<file path="src/rtl/player_ctl_pkg.sv">
// Shared constants, state encoding and clamp helper for the player motion controller
// and the downstream sprite-draw stage.
package player_ctl_pkg;

   localparam int SCREEN_W    = 1024;
   localparam int SCREEN_H    = 768;
   localparam int SPRITE_W    = 48;
   localparam int SPRITE_H    = 64;
   localparam int LAND_FRAMES = 8;

   localparam logic [11:0]        X_START     = 12'd488;
   localparam logic signed [13:0] WALK_SPEED  = 14'sd2;
   localparam logic signed [7:0]  AIR_SPEED   = 8'sd4;
   localparam logic [4:0]         MIN_CHARGE  = 5'd4;
   localparam logic [4:0]         MAX_CHARGE  = 5'd24;
   localparam logic signed [7:0]  MAX_FALL    = 8'sd16;

   localparam logic signed [13:0] FLOOR_Y_S = 14'(SCREEN_H - SPRITE_H);
   localparam logic signed [13:0] X_MAX_S   = 14'(SCREEN_W - SPRITE_W);
   localparam logic [11:0]        FLOOR_Y   = 12'(SCREEN_H - SPRITE_H);
   localparam logic [11:0]        X_MAX     = 12'(SCREEN_W - SPRITE_W);
   localparam logic [2:0]         LAND_LAST = 3'(LAND_FRAMES - 1);

   typedef enum logic [1:0] {
      ST_IDLE   = 2'd0,
      ST_CHARGE = 2'd1,
      ST_AIR    = 2'd2,
      ST_LAND   = 2'd3
   } player_state_t;

   function automatic logic [11:0] clamp_x(input logic signed [13:0] v);
      if (v < 14'sd0) begin
         return 12'd0;
      end else if (v > X_MAX_S) begin
         return X_MAX;
      end else begin
         return v[11:0];
      end
   endfunction

endpackage

</file>
<file path="src/rtl/player_ctl_if.sv">
// Frame/button inputs and sprite-origin outputs of the player controller.
// master: the controller; slave: the timing/button source and sprite-draw consumer.
interface player_ctl_if;
   logic        vblnk;
   logic        btn_left;
   logic        btn_right;
   logic        btn_jump;
   logic [11:0] x_value;
   logic [11:0] y_value;
   logic [1:0]  sprite_sel;
   logic        facing;
   logic [4:0]  charge_level;

   modport master (
      input  vblnk, btn_left, btn_right, btn_jump,
      output x_value, y_value, sprite_sel, facing, charge_level
   );

   modport slave (
      output vblnk, btn_left, btn_right, btn_jump,
      input  x_value, y_value, sprite_sel, facing, charge_level
   );
endinterface

</file>
<file path="src/rtl/player_ctl_frame_tick_gen.sv">
// vblnk rising-edge detector: one-cycle tick at the start of each vertical blank.
module frame_tick_gen (
   input  logic clk,
   input  logic rst,
   input  logic vblnk,
   output logic tick
);

   logic vblnk_q_r;

   // delayed copy of vblnk for edge detection
   always_ff @(posedge clk) begin
      if (rst) begin
         vblnk_q_r <= 1'b0;
      end else begin
         vblnk_q_r <= vblnk;
      end
   end

   assign tick = vblnk & ~vblnk_q_r;

endmodule

</file>
<file path="src/rtl/player_ctl.sv">
// Jump-King style player motion controller, updated once per frame on vblnk rising edge.
// Optional PLAYER_CTL_AUTOJUMP_EN: auto-launch when charge is full with jump still held.
module player_ctl
   import player_ctl_pkg::*;
(
   input  logic            clk,
   input  logic            rst,
   player_ctl_if.master    bus
);

   logic                tick_s;
   player_state_t       state_r, state_nxt_s;
   logic [11:0]         x_r, y_r, x_nxt_s, y_nxt_s;
   logic signed [7:0]   vx_r, vy_r, vx_nxt_s, vy_nxt_s, vy_inc_s;
   logic [4:0]          charge_r, charge_nxt_s;
   logic                facing_r, facing_nxt_s;
   logic [2:0]          land_cnt_r, land_cnt_nxt_s;
   logic signed [13:0]  x_pos_s, x_air_s, y_air_s;
   logic                left_only_s, right_only_s;
   logic                jump_ok_s, launch_s;

   frame_tick_gen u_tick (
      .clk   (clk),
      .rst   (rst),
      .vblnk (bus.vblnk),
      .tick  (tick_s)
   );

   assign left_only_s  = bus.btn_left & ~bus.btn_right;
   assign right_only_s = bus.btn_right & ~bus.btn_left;
   assign x_pos_s      = $signed({2'b00, x_r});
   assign x_air_s      = x_pos_s + {{6{vx_r[7]}}, vx_r};
   assign y_air_s      = $signed({2'b00, y_r}) + {{6{vy_r[7]}}, vy_r};
   assign vy_inc_s     = (vy_r >= MAX_FALL) ? MAX_FALL : vy_r + 8'sd1;

`ifdef PLAYER_CTL_AUTOJUMP_EN
   logic armed_r, armed_nxt_s;

   assign jump_ok_s = bus.btn_jump & armed_r;
   assign launch_s  = ~bus.btn_jump | (charge_r == MAX_CHARGE);

   // re-arm on release in IDLE, disarm when launching with jump still held
   always_comb begin
      armed_nxt_s = armed_r;
      if ((state_r == ST_IDLE) && !bus.btn_jump) begin
         armed_nxt_s = 1'b1;
      end else if ((state_r == ST_CHARGE) && launch_s && bus.btn_jump) begin
         armed_nxt_s = 1'b0;
      end else begin
         armed_nxt_s = armed_r;
      end
   end

   // jump re-arm flag register
   always_ff @(posedge clk) begin
      if (rst) begin
         armed_r <= 1'b1;
      end else if (tick_s) begin
         armed_r <= armed_nxt_s;
      end
   end
`else
   assign jump_ok_s = bus.btn_jump;
   assign launch_s  = ~bus.btn_jump;
`endif

   // FSM state register, advanced once per frame
   always_ff @(posedge clk) begin
      if (rst) begin
         state_r <= ST_IDLE;
      end else if (tick_s) begin
         state_r <= state_nxt_s;
      end
   end

   // FSM next-state logic
   always_comb begin
      state_nxt_s = state_r;
      case (state_r)
         ST_IDLE: begin
            if (jump_ok_s) begin
               state_nxt_s = ST_CHARGE;
            end else begin
               state_nxt_s = ST_IDLE;
            end
         end
         ST_CHARGE: begin
            if (launch_s) begin
               state_nxt_s = ST_AIR;
            end else begin
               state_nxt_s = ST_CHARGE;
            end
         end
         ST_AIR: begin
            if (y_air_s >= FLOOR_Y_S) begin
               state_nxt_s = ST_LAND;
            end else begin
               state_nxt_s = ST_AIR;
            end
         end
         ST_LAND: begin
            if (land_cnt_r == 3'd0) begin
               state_nxt_s = ST_IDLE;
            end else begin
               state_nxt_s = ST_LAND;
            end
         end
         default: state_nxt_s = ST_IDLE;
      endcase
   end

   // FSM output/datapath logic: next position, velocity, charge and facing
   always_comb begin
      x_nxt_s        = x_r;
      y_nxt_s        = y_r;
      vx_nxt_s       = vx_r;
      vy_nxt_s       = vy_r;
      charge_nxt_s   = charge_r;
      facing_nxt_s   = facing_r;
      land_cnt_nxt_s = land_cnt_r;
      case (state_r)
         ST_IDLE: begin
            if (jump_ok_s) begin
               charge_nxt_s = MIN_CHARGE;
            end else if (left_only_s) begin
               x_nxt_s      = clamp_x(x_pos_s - WALK_SPEED);
               facing_nxt_s = 1'b1;
            end else if (right_only_s) begin
               x_nxt_s      = clamp_x(x_pos_s + WALK_SPEED);
               facing_nxt_s = 1'b0;
            end else begin
               x_nxt_s = x_r;
            end
         end
         ST_CHARGE: begin
            if (launch_s) begin
               vy_nxt_s     = 8'sd0 - $signed({3'b000, charge_r});
               charge_nxt_s = 5'd0;
               if (left_only_s) begin
                  vx_nxt_s     = 8'sd0 - AIR_SPEED;
                  facing_nxt_s = 1'b1;
               end else if (right_only_s) begin
                  vx_nxt_s     = AIR_SPEED;
                  facing_nxt_s = 1'b0;
               end else begin
                  vx_nxt_s = 8'sd0;
               end
            end else if (charge_r < MAX_CHARGE) begin
               charge_nxt_s = charge_r + 5'd1;
            end else begin
               charge_nxt_s = MAX_CHARGE;
            end
         end
         ST_AIR: begin
            vy_nxt_s = vy_inc_s;
            if (x_air_s < 14'sd0) begin
               x_nxt_s      = 12'd0;
               vx_nxt_s     = 8'sd0 - vx_r;
               facing_nxt_s = ~facing_r;
            end else if (x_air_s > X_MAX_S) begin
               x_nxt_s      = X_MAX;
               vx_nxt_s     = 8'sd0 - vx_r;
               facing_nxt_s = ~facing_r;
            end else begin
               x_nxt_s = x_air_s[11:0];
            end
            // floor wins over the bounce's vx reversal but keeps the facing toggle
            if (y_air_s >= FLOOR_Y_S) begin
               y_nxt_s        = FLOOR_Y;
               vx_nxt_s       = 8'sd0;
               vy_nxt_s       = 8'sd0;
               land_cnt_nxt_s = LAND_LAST;
            end else if (y_air_s < 14'sd0) begin
               y_nxt_s  = 12'd0;
               vy_nxt_s = 8'sd0;
            end else begin
               y_nxt_s = y_air_s[11:0];
            end
         end
         ST_LAND: begin
            if (land_cnt_r != 3'd0) begin
               land_cnt_nxt_s = land_cnt_r - 3'd1;
            end else begin
               land_cnt_nxt_s = 3'd0;
            end
         end
         default: begin
            charge_nxt_s = 5'd0;
         end
      endcase
   end

   // position, velocity and charge registers, advanced once per frame
   always_ff @(posedge clk) begin
      if (rst) begin
         x_r        <= X_START;
         y_r        <= FLOOR_Y;
         vx_r       <= 8'sd0;
         vy_r       <= 8'sd0;
         charge_r   <= 5'd0;
         facing_r   <= 1'b0;
         land_cnt_r <= 3'd0;
      end else if (tick_s) begin
         x_r        <= x_nxt_s;
         y_r        <= y_nxt_s;
         vx_r       <= vx_nxt_s;
         vy_r       <= vy_nxt_s;
         charge_r   <= charge_nxt_s;
         facing_r   <= facing_nxt_s;
         land_cnt_r <= land_cnt_nxt_s;
      end
   end

   assign bus.x_value      = x_r;
   assign bus.y_value      = y_r;
   assign bus.sprite_sel   = state_r;
   assign bus.facing       = facing_r;
   assign bus.charge_level = charge_r;

endmodule

</file>
<file path="src/flat_wrapper.sv">
// flat-port wrapper written by rule: the top's interface ports become plain ports
module player_ctl_flat import player_ctl_pkg::*;
  (clk, rst, bus_vblnk, bus_btn_left, bus_btn_right, bus_btn_jump, bus_x_value, bus_y_value, bus_sprite_sel, bus_facing, bus_charge_level);
  player_ctl_if bus_i ();
  input  logic clk;
  input  logic rst;
  input wire logic [$bits(bus_i.vblnk)-1:0] bus_vblnk;
  input wire logic [$bits(bus_i.btn_left)-1:0] bus_btn_left;
  input wire logic [$bits(bus_i.btn_right)-1:0] bus_btn_right;
  input wire logic [$bits(bus_i.btn_jump)-1:0] bus_btn_jump;
  output wire logic [$bits(bus_i.x_value)-1:0] bus_x_value;
  output wire logic [$bits(bus_i.y_value)-1:0] bus_y_value;
  output wire logic [$bits(bus_i.sprite_sel)-1:0] bus_sprite_sel;
  output wire logic [$bits(bus_i.facing)-1:0] bus_facing;
  output wire logic [$bits(bus_i.charge_level)-1:0] bus_charge_level;
  assign bus_i.vblnk = bus_vblnk;
  assign bus_i.btn_left = bus_btn_left;
  assign bus_i.btn_right = bus_btn_right;
  assign bus_i.btn_jump = bus_btn_jump;
  assign bus_x_value = bus_i.x_value;
  assign bus_y_value = bus_i.y_value;
  assign bus_sprite_sel = bus_i.sprite_sel;
  assign bus_facing = bus_i.facing;
  assign bus_charge_level = bus_i.charge_level;
  player_ctl u_core (.clk(clk), .rst(rst), .bus(bus_i));
endmodule
</file>
<file path="config.mk">
export PLATFORM = sky130hd
export DESIGN_NAME = player_ctl_flat
export DESIGN_NICKNAME = d
export VERILOG_FILES = /design/src/rtl/player_ctl_pkg.sv /design/src/rtl/player_ctl_if.sv /design/src/rtl/player_ctl_frame_tick_gen.sv /design/src/rtl/player_ctl.sv /design/src/flat_wrapper.sv
export SDC_FILE = /design/constraint.sdc
export NUM_CORES = 1
export LEC_CHECK = 0
export BUFFER_PORTS_ARGS = -buffer_cell sky130_fd_sc_hd__buf_2
export CAP_MARGIN = 15
export CORE_MARGIN = 3
export CORE_UTILIZATION = 67
export DETAILED_ROUTE_END_ITERATION = 8
export MAX_ROUTING_LAYER = met4
export PLACE_DENSITY_LB_ADDON = 0.12
export SLEW_MARGIN = 20
export SYNTH_ARGS = -nofsm -noshare
export SYNTH_HDL_FRONTEND = slang
export SYNTH_SLANG_ARGS = --single-unit
</file>
<file path="constraint.sdc">
create_clock -name clk -period 5.51 [get_ports clk]
set_input_delay 1.102 -clock clk [delete_from_list [all_inputs] [get_ports clk]]
set_output_delay 1.102 -clock clk [all_outputs]
set_load 0.01 [all_outputs]
</file>
======== Word-level counts from Yosys, hierarchy flattened ========
Cells that the tools add are included.
word-level totals
  bits of input ports ..................... 6
  bits in registers ....................... 52
  output and inout port bits .............. 32
  logic and storage cells ................. 105
cells by class
  add/subtract/negate cells ............... 9
  reductions and logical operators ........ 16
  multiplexer cells ....................... 42
  $lt $le $gt $ge ......................... 10
  bitwise logic cells ..................... 7
  eq/ne operators ......................... 12
operators by type and width
  kind                                                          count
  two-way mux 12 bit                                            11
  two-way mux 8 bit                                             9
  less-than comparator 14 x 1 -> 1 bit (second input constant)  4
  > comparator 14 x 11 -> 1 bit (second input constant)         3
  case mux 8 bit (2 select lines)                               2
  adder 13 x 8 -> 14 bit                                        2
  case mux 12 bit (2 select lines)                              1
  two-way mux 5 bit                                             3
  >= comparator 14 x 11 -> 1 bit (second input constant)        1
  adder 12 x 2 -> 13 bit (second input constant)                1
  subtractor 12 x 2 -> 13 bit (second input constant)           1
  case mux 5 bit (2 select lines)                               1
  nonzero test 2 bit                                            5
  two-way mux 3 bit                                             3
  != test 3 x 1 -> 1 bit (second input constant)                3
  AND reduction 3 bit                                           3
  adder 8 x 2 -> 8 bit (second input constant)                  1
  >= comparator 8 x 6 -> 1 bit (second input constant)          1
  != test 2 bit (second input constant)                         4
  case mux 2 bit (4 select lines)                               1
  AND reduction 4 bit                                           2
  subtractor 1 x 8 -> 8 bit (first input constant)              1
  two-way mux 1 bit                                             7
  case mux 3 bit (2 select lines)                               1
  18 further kinds                                              25

======== Longest topological paths before layout ========
Gate-level depths: netlist of the first run.
  word-level depth ........................ 8
  gate-level depth with buffers ........... 12
  depth with buffers taken out ............ 12

======== Hierarchy ========
From an unflattened synthesis of the first run, not the netlist that was laid out.
unflattened totals
  cells, all modules ...................... 632
  area, all modules ....................... 4792.1 sq um
modules (own cells, without submodules)
  module          area an instance (sq um)  sequential area each (sq um)  cells each  instances
  player_ctl      4744.6                    1001.0                        629         1
  frame_tick_gen  47.5                      20.0                          3           1

======== Worst setup path after synthesis of the first run ========
OpenSTA, ideal clock, no wires.
  path kind ............................... register -> register
  start point ............................. register u_core.y_r[0], in the netlist u_core.bus.y_value[0]
  end point ............................... register u_core.vy_r[3]
  data required time ...................... 5414 ps
  period minus slack after synthesis ...... 3052 ps
  setup time .............................. 96 ps
  buffers on the path ..................... 0
  path slack .............................. 2458 ps
  arrival time ............................ 2956 ps
  cell stages (with the launch flop) ...... 13
  path through ............................ dfxtp_1 -> ha_1 -> inv_1 -> fa_1 -> nand2b_1 -> a21o_1 -> a31oi_2 -> a211o_1 -> o2111ai_1 -> a211oi_2 -> nand3_1 -> or4b_1 -> o311ai_1
between the ends
  longest elaborated chain between the ends .. 5
  elaborated cells on any way between the ends .. 6
  classes of those cells .................. add/sub (1); order compare (2); mux (3)
RTL lines
  item                                  line               RTL
  start: declaration                    player_ctl.sv:13   logic [11:0] x_r, y_r, x_nxt_s, y_nxt_s;
  start signal: assignment              player_ctl.sv:205  y_r <= y_nxt_s;
  adder 13 x 8 -> 14 bit (*)            player_ctl.sv:33   assign y_air_s = $signed({2'b00, y_r}) + {{6{vy_r[7]}}, vy_r};
  less-than comparator 14 x 1 -> 1 bit  player_ctl.sv:173  end else if (y_air_s < 14'sd0) begin
  two-way mux 8 bit                     player_ctl.sv:173
  two-way mux 8 bit (*)                 player_ctl.sv:168  if (y_air_s >= FLOOR_Y_S) begin
  case mux 8 bit (2 select lines) (*)   player_ctl.sv:121  case (state_r)
  end signal: assignment                player_ctl.sv:207  vy_r <= vy_nxt_s;
  end: declaration                      player_ctl.sv:14   logic signed [7:0] vx_r, vy_r, vx_nxt_s, vy_nxt_s, vy_inc_s;
Every way passes the cells marked *; elsewhere a longest branch is shown, timed or not.
A chain may end at the register's enable or synchronous reset.

======== Worst setup path in the final report of the first run ========
  start point ............................. register u_core.vy_r[0]
  end point ............................... register u_core.land_cnt_r[2]
between the ends
  longest elaborated chain between the ends .. 4
RTL lines
  item                              line               RTL
  adder 13 x 8 -> 14 bit            player_ctl.sv:33
  >= comparator 14 x 11 -> 1 bit    player_ctl.sv:168
  != test 2 x 1 -> 1 bit (no line)  --
  AND reduction 3 bit (no line)     --
  end signal: assignment            player_ctl.sv:210  land_cnt_r <= land_cnt_nxt_s;
  end: declaration                  player_ctl.sv:17   logic [2:0] land_cnt_r, land_cnt_nxt_s;
No other way between the ends.

==> results of run 1 <==
-- routing by layer --
| metal | track usage (%) | routed length (microns) |
|---|---|---|
| met1 | 39.8 | 5640 |
| met2 | 55.3 | 6680 |
| met4 | 10.1 | 273 |
| met5 | - | 0 |
| met3 | 3.94 | 771 |
-- logic make-up (layout without fill, tap and decap cells) --
family          count (synthesis)  after routing  share of synthesized area [%]
compound gates                224            224                           32.3
xor+xnor                       34             34                           6.05
fa+ha+maj                      44             44                           11.5
buf+inv                        67             83                           5.41
flops                          51             51                           20.7
mux                             2              2                          0.432
other cells                     1              1                         0.0761
simple gates                  228            228                           23.5
-- where the power goes --
part,total (W),internal (W),switching [W]
Sequential,0.000395,0.000376,0.0000195
Clock,0.000232,0.0000912,0.000141
Combinational,0.000173,0.0000645,0.000108
Total,0.000800,0.000532,0.000269
-- layout by cell type (no fill, tap or decap), types with 5 or more instances in the layout --
master / netlist / layout
nand2b_1: 13 / 13
or2_2: 6 / 6
nor2_1: 53 / 53
a21oi_1: 54 / 54
nand2_1: 54 / 54
dfxtp_1: 51 / 51
buf_2: 6 / 37
o22ai_1: 8 / 8
nor2b_1: 6 / 6
nor3_1: 16 / 16
or3_1: 8 / 8
a211oi_1: 15 / 15
and2_1: 7 / 7
and3_1: 11 / 11
xor2_1: 14 / 14
clkbuf_8: 0 / 5
o21ai_0: 29 / 29
a21o_1: 8 / 8
inv_1: 36 / 36
nand3_1: 21 / 21
a31oi_1: 9 / 9
o21ai_1: 10 / 10
o211ai_1: 10 / 10
o2111ai_1: 6 / 6
xnor2_1: 20 / 20
nor4_1: 8 / 8
ha_1: 42 / 42
a221oi_1: 6 / 6
-- stage by stage --
step / util [%] / total power, W / instance area [sq um] / hold WS (ns)
floorplan: - / 0.000533 / 4930 / 0.439
global placement: 73.6 / 0.000567 / 5110 / 0.453
detailed placement: 73.6 / 0.000571 / 5110 / 0.458
CTS: 74.9 / 0.000800 / 5200 / 0.473
global route: 74.9 / 0.000834 / 5200 / 0.482
finish: 74.9 / 0.000800 / 5200 / 0.475
-- registers in the layout (all words and copies together) (netlist names) --
signal                   cells
u_core.bus.x_value          12
u_core.bus.sprite_sel        2
u_core.land_cnt_r            3
u_core.bus.facing            1
u_core.bus.charge_level      5
u_core.vy_r                  8
u_core.u_tick.vblnk_q_r      1
u_core.bus.y_value          12
u_core.vx_r                  7
-- worst min path at each step --
stage | slack, ns | cells past startpoint | endpoint | start
after floorplan | 0.44 | 2 | u_core.land_cnt_r[1] | u_core.land_cnt_r[1]
after global placement | 0.45 | 2 | u_core.land_cnt_r[1] | u_core.land_cnt_r[1]
after detailed placement | 0.46 | 2 | u_core.land_cnt_r[1] | u_core.land_cnt_r[1]
after CTS | 0.47 | 2 | u_core.land_cnt_r[1] | u_core.land_cnt_r[1]
after global routing | 0.48 | 2 | u_core.land_cnt_r[1] | u_core.land_cnt_r[1]
final | 0.47 | 2 | u_core.bus.y_value[8] | u_core.bus.y_value[8]
-- final cells by class --
cell class                      instances  area (sq um)
Timing Repair Buffer                   38           193
Tap cell                               96           120
Sequential cell                        51          1020
Inverter                               37           139
Multi-Input combinational cell        533          3640
Clock inverter                          3          23.8
Clock buffer                            5          68.8
Fill cell                             542          1740
-- critical path, delay by kind of cell (launching register included) --
family / cells / cell delay [ns]
AO/OA/AOI/OAI: 8 / 2.16
adder cells (fa/ha/maj): 2 / 0.66
buffers and inverters: 1 / 0.07
flip-flops: 1 / 0.43
AND/OR/NAND/NOR: 1 / 0.18
==> summary.md, run 1 <==
| Metric | Value |
|---|---|
| Status | `finished, final reports clean` |
| Drt wl/cell | `17.5 microns` |
| I/O Pins | `38` |
| Clk buf depth | `2` |
| Vias in the first global route | `4740` |
| Worst-skew pair later-pin latency | `0.32 ns` |
| Die Ht | `91.7 microns` |
| Setup-failing EPs final | `0` |
| Top cell by count, worst path | `a211o_1` |
| Final Max Slew Viols | `0` |
| Seq/Total Area, Yosys | `20.7%` |
| First-pass GRT wire length | `22400 microns` |
| Dpl ws | `1.98 ns` |
| Netlist cell types | `79` |
| Synth Area per Inst | `7.57 sq um` |
| 1st-pass router iterations | `5` |
| Via-to-Cell Ratio | `6.76` |
| Worst-path cell chain | `ha_1, inv_1, fa_1, nand2b_1, a21o_1, a31oi_2, a211o_1, o2111ai_1, a211o_1, o211ai_2, a2111oi_0, a211oi_1` |
| Initial core utilization | `70.9%` |
| Worst-Margin Slew | `0.830 ns` |
| Post-Syn Nets | `701` |
| EDFF count, synth | `0` |
| Worst Setup Start Kind | `register` |
| All-Layer GR Usage | `32.3%` |
| Max Cap Viol | `0` |
| Area Overhead vs Synth | `5.64%` |
| Worst r2r src | `u_core.vy_r[0]` |
| Critical path class | `register to register` |
| Worst path max stage delay | `0.43 ns` |
| Crit share post-route | `65.4%` |
| Post CTS Setup Buffer Count | `0` |
| CP max stage cell | `dfxtp_1` |
| Fin cells | `763` |
| # resized after CTS | `0` |
| CTS Root Cell | `clkbuf_8` |
| Reg clk slew, reported paths | `0.10 ns` |
| Post-DP HPWL | `9910 microns` |
| Max_slew headroom | `44.4%` |
| Num rows | `30` |
| Power Dens Cells | `154 mW/mm^2` |
| Reg2reg end | `u_core.land_cnt_r[2]` |
| CP Max Fanout | `8` |
| Number of antenna diodes | `0` |
| R2R cell count | `12` |
| Critical path capture point type | `register` |
| Largest net degree at the start of global routing | `40` |
| Critical Path Start | `u_core.vy_r[0]` |
| Antenna violations before repair | `0` |
| Total CTS buffers | `5` |
| CTS tree | `yes` |
| Port Buf Inserts | `37` |
| Mapped Cells | `651` |
| Number of H-tree levels | `2` |
| Synth Cell Area | `0.00493 sq mm` |
| Ys Warns | `0` |
| CP required | `5.73 ns` |
| Placed cell count | `755` |
| Total Wirelength | `13400 microns` |
| Worst EP arrival | `3.82 ns` |
| Tmin final | `3.60 ns` |
| Worst reg-to-reg setup slack | `1.91 ns` |
| # DRC | `0` |
| Core footprint | `0.00694 sq mm` |
| GPL Wtd Cong | `1.02` |
| CTS Sinks | `51` |
| Final hold vios | `0` |
| Hold buffers post-CTS | `0` |
| Full die area | `0.00842 sq mm` |
| Share of layout cells above drive strength 1 | `11.5%` |
| Total Nets Final | `716` |
| Post-synth top area cell | `dfxtp_1` |
| Final Worst Setup Slack | `1.91 ns` |
| P_leak | `2.07 nW` |
| TNS Setup | `0 ns` |
| Max rail drop VDD | `0.000150 V` |
| RSZ-0062 raised after global routing | `false` |
| Chip Width | `91.7 microns` |
| Asr flop ratio synth | `0%` |
| Vias | `5160` |
| Worst Hold Class | `register to register` |
| Layout Skew | `0.0131 ns` |
| Top cells by area, synth | `dfxtp_1 21%, ha_1 11%, a21oi_1 5.5%` |
| Detail Route Antenna Nets | `0` |
| Critical Path End | `u_core.land_cnt_r[2]` |
| Most used DFF post-synth | `dfxtp_1` |
| DRT iter0 DRCs | `315` |
| Synth top area share | `20.7%` |
| Congestion Overflow GR | `0` |
| Fmax | `278 MHz` |
| FF+latch count, synth | `51` |
| Post-synth top cells | `54 x a21oi_1, 54 x nand2_1, 53 x nor2_1` |
Power figures use the tool's default switching activity.
==> run 2: changes to the inputs <==
CORE_UTILIZATION = 62   (was 67)
clock period = 3.75 ns   (was 5.51 ns; I/O delays follow)
==> summary.md, run 2 (synthesis results as in run 1) <==
| Metric | Value |
|---|---|
| Overall power | `0.00132 W (+65%)` |
| Final Worst Setup Slack | `0.269 ns (-1.64 ns)` |
| # DRC | `0 (unchanged)` |
| P_leak | `2.16 nW (+4.3%)` |
| Number of antenna diodes | `0 (unchanged)` |
| Sequential share of power | `43.2% (-6.2 points)` |
| All-Layer GR Usage | `32.0% (-0.33 points)` |
| Worst-skew pair later-pin latency | `0.32 ns (about the same)` |
| Total Wirelength | `13900 microns (+3.8%)` |
| Worst reg-to-reg setup slack | `0.27 ns (-1.64 ns)` |
| # resized after CTS | `0 (unchanged)` |
| Chip Width | `95.1 microns (+3.7%)` |
| Fill cells | `646 (+19%)` |
| Worst EP arrival | `3.66 ns (-0.16 ns)` |
| CTS tree | `yes` |
| Detail Route Antenna Nets | `0 (unchanged)` |
| Total Nets Final | `730 (+2.0%)` |
| Critical Path Start | `u_core.vx_r[7]` |
| Max_slew headroom | `46.4% (+2.0 points)` |
| Dpl ws | `0.340 ns (-1.64 ns)` |
| CTS Root Cell | `clkbuf_8` |
| Initial core utilization | `65.8% (-5.1 points)` |
| Net Sw Frac | `30.1% (-3.5 points)` |
| Worst Setup Start Kind | `register` |
| Clk network pwr share | `35.9% (+6.9 points)` |
| Worst r2r src | `u_core.vx_r[7]` |
| Crit share post-route | `92.8% (+27 points)` |
| Share of layout cells above drive strength 1 | `13.4% (+1.8 points)` |
| Area Overhead vs Synth | `8.74%` |
| Num rows | `31 (+3.3%)` |
| CP Max Fanout | `10 (+2)` |
| Final core occ | `71.6% (-3.4 points)` |
| Core footprint | `0.00749 sq mm (+7.8%)` |
| R2R cell count | `10 (-2)` |
| Total CTS buffers | `5 (unchanged)` |
| Worst Hold Class | `register to register` |
| Largest net degree at the start of global routing | `39 (-2.5%)` |
| Die Ht | `95.1 microns (+3.7%)` |
| Vias | `5244 (+1.6%)` |
| CP required | `3.93 ns (-1.80 ns)` |
| Post CTS Setup Buffer Count | `0 (unchanged)` |
| I/O Pins | `38 (unchanged)` |
| GPL Wtd Cong | `0.944 (-7.3%)` |
| Hold buffers post-CTS | `0 (unchanged)` |
| Reg clk slew, reported paths | `0.11 ns (about the same)` |
| Post-DP HPWL | `10400 microns (+5.3%)` |
| Drt wl/cell | `17.8 microns (+1.6%)` |
| Most frequent cells in the layout | `54 x a21oi_1, 54 x nand2_1, 53 x nor2_1` |
| Tmin final | `3.48 ns (-0.122 ns)` |
| Congestion Overflow GR | `0 (unchanged)` |
| Clk buf depth | `2 (unchanged)` |
| Antenna violations before repair | `0 (unchanged)` |
| DRT iter0 DRCs | `464 (+47%)` |
| Max rail drop VDD | `0.000176 V (+17%)` |
| Net Switching | `0.000396 W (+47%)` |
| Internal | `0.000921 W (+73%)` |
| Reg2reg end | `u_core.vx_r[5]` |
| CTS Sinks | `51 (unchanged)` |
| RSZ-0062 raised after global routing | `false` |
| Sequential Area | `0.00102 sq mm (unchanged)` |
| Status | `finished, final reports clean` |
| Via-to-Cell Ratio | `6.72 (-0.59%)` |
| Port Buf Inserts | `37 (unchanged)` |
| First-pass GRT wire length | `22900 microns (+2.5%)` |
| Worst-Margin Slew | `0.800 ns (-0.0299 ns)` |
| Layout Skew | `0.0109 ns (-0.00220 ns)` |
| 1st-pass router iterations | `5 (unchanged)` |
| Critical Path End | `u_core.vx_r[5]` |
| Max Cap Viol | `0 (unchanged)` |
| Fmax | `287 MHz (+3.5%)` |
| Area occupied by multi-input gates | `0.00364 sq mm (unchanged)` |
| Final hold vios | `0 (unchanged)` |
| Final Max Slew Viols | `0 (unchanged)` |
| TNS Setup | `0 ns (unchanged)` |
| Critical path class | `register to register` |
| Setup-failing EPs final | `0 (unchanged)` |
| Full die area | `0.00905 sq mm (+7.5%)` |
| Number of H-tree levels | `2 (unchanged)` |
| Combinational share of power | `20.9% (-0.7 points)` |
| Critical path capture point type | `register` |
| Vias in the first global route | `4938 (+4.2%)` |
| Power Dens Cells | `246 mW/mm^2 (+60%)` |
## run 2: stage by stage
stage	instances	instance area [sq um]	hold WS (ns)
2_1_floorplan	651	4930	0.439
3_3_place_gp	772	5220	0.453
3_5_place_dp	772	5220	0.469
6_report	780	5360	0.488
4_1_cts	780	5360	0.487
5_1_grt	780	5360	0.504
## run 2: area by class of cell
| class | instances | share of cell area, % |
|---|---|---|
| clock buffers | 5 | 1.28 |
| flip-flops and latches | 51 | 19.1 |
| inverters | 37 | 2.59 |
| well taps | 99 | 2.31 |
| multi-input cells | 533 | 67.9 |
| repair buffers | 52 | 5.56 |
| clock inverters | 3 | 1.26 |
## run 2: worst min-delay path by stage
stage | startpoint | endpoint | depth (start not counted)
after global routing | u_core.land_cnt_r[1] | u_core.land_cnt_r[1] | 2
after global placement | u_core.land_cnt_r[1] | u_core.land_cnt_r[1] | 2
final | u_core.bus.y_value[8] | u_core.bus.y_value[8] | 2
after detailed placement | u_core.land_cnt_r[1] | u_core.land_cnt_r[1] | 2
after floorplan | u_core.land_cnt_r[1] | u_core.land_cnt_r[1] | 2
after CTS | u_core.land_cnt_r[1] | u_core.land_cnt_r[1] | 2
## run 2: critical path, stage by stage (launching register included)
cell and delay, ns:
dfxtp_1 0.58, ha_1 0.38, o21ai_0 0.27, o21ai_0 0.11, o22ai_1 0.24, o211ai_1 0.14, a211oi_1 0.38, o31a_1 0.42
nand3_2 0.25, o21ai_1 0.39, o22ai_1 0.17
## run 2: layer usage
layer,wire length [microns],GRT usage [%]
met3,739,3.31
met2,6970,55.2
met5,0,-
met1,5680,37.5
met4,486,14.4
## run 2: power groups by stage
stage	Combinational [W]	Sequential, W	Clock [W]
finish	0.000275	0.000569	0.000472
global route	0.000302	0.000571	0.000500
floorplan	0.000204	0.000579	0
CTS	0.000269	0.000569	0.000478
detailed placement	0.000266	0.000581	0
global placement	0.000260	0.000581	0
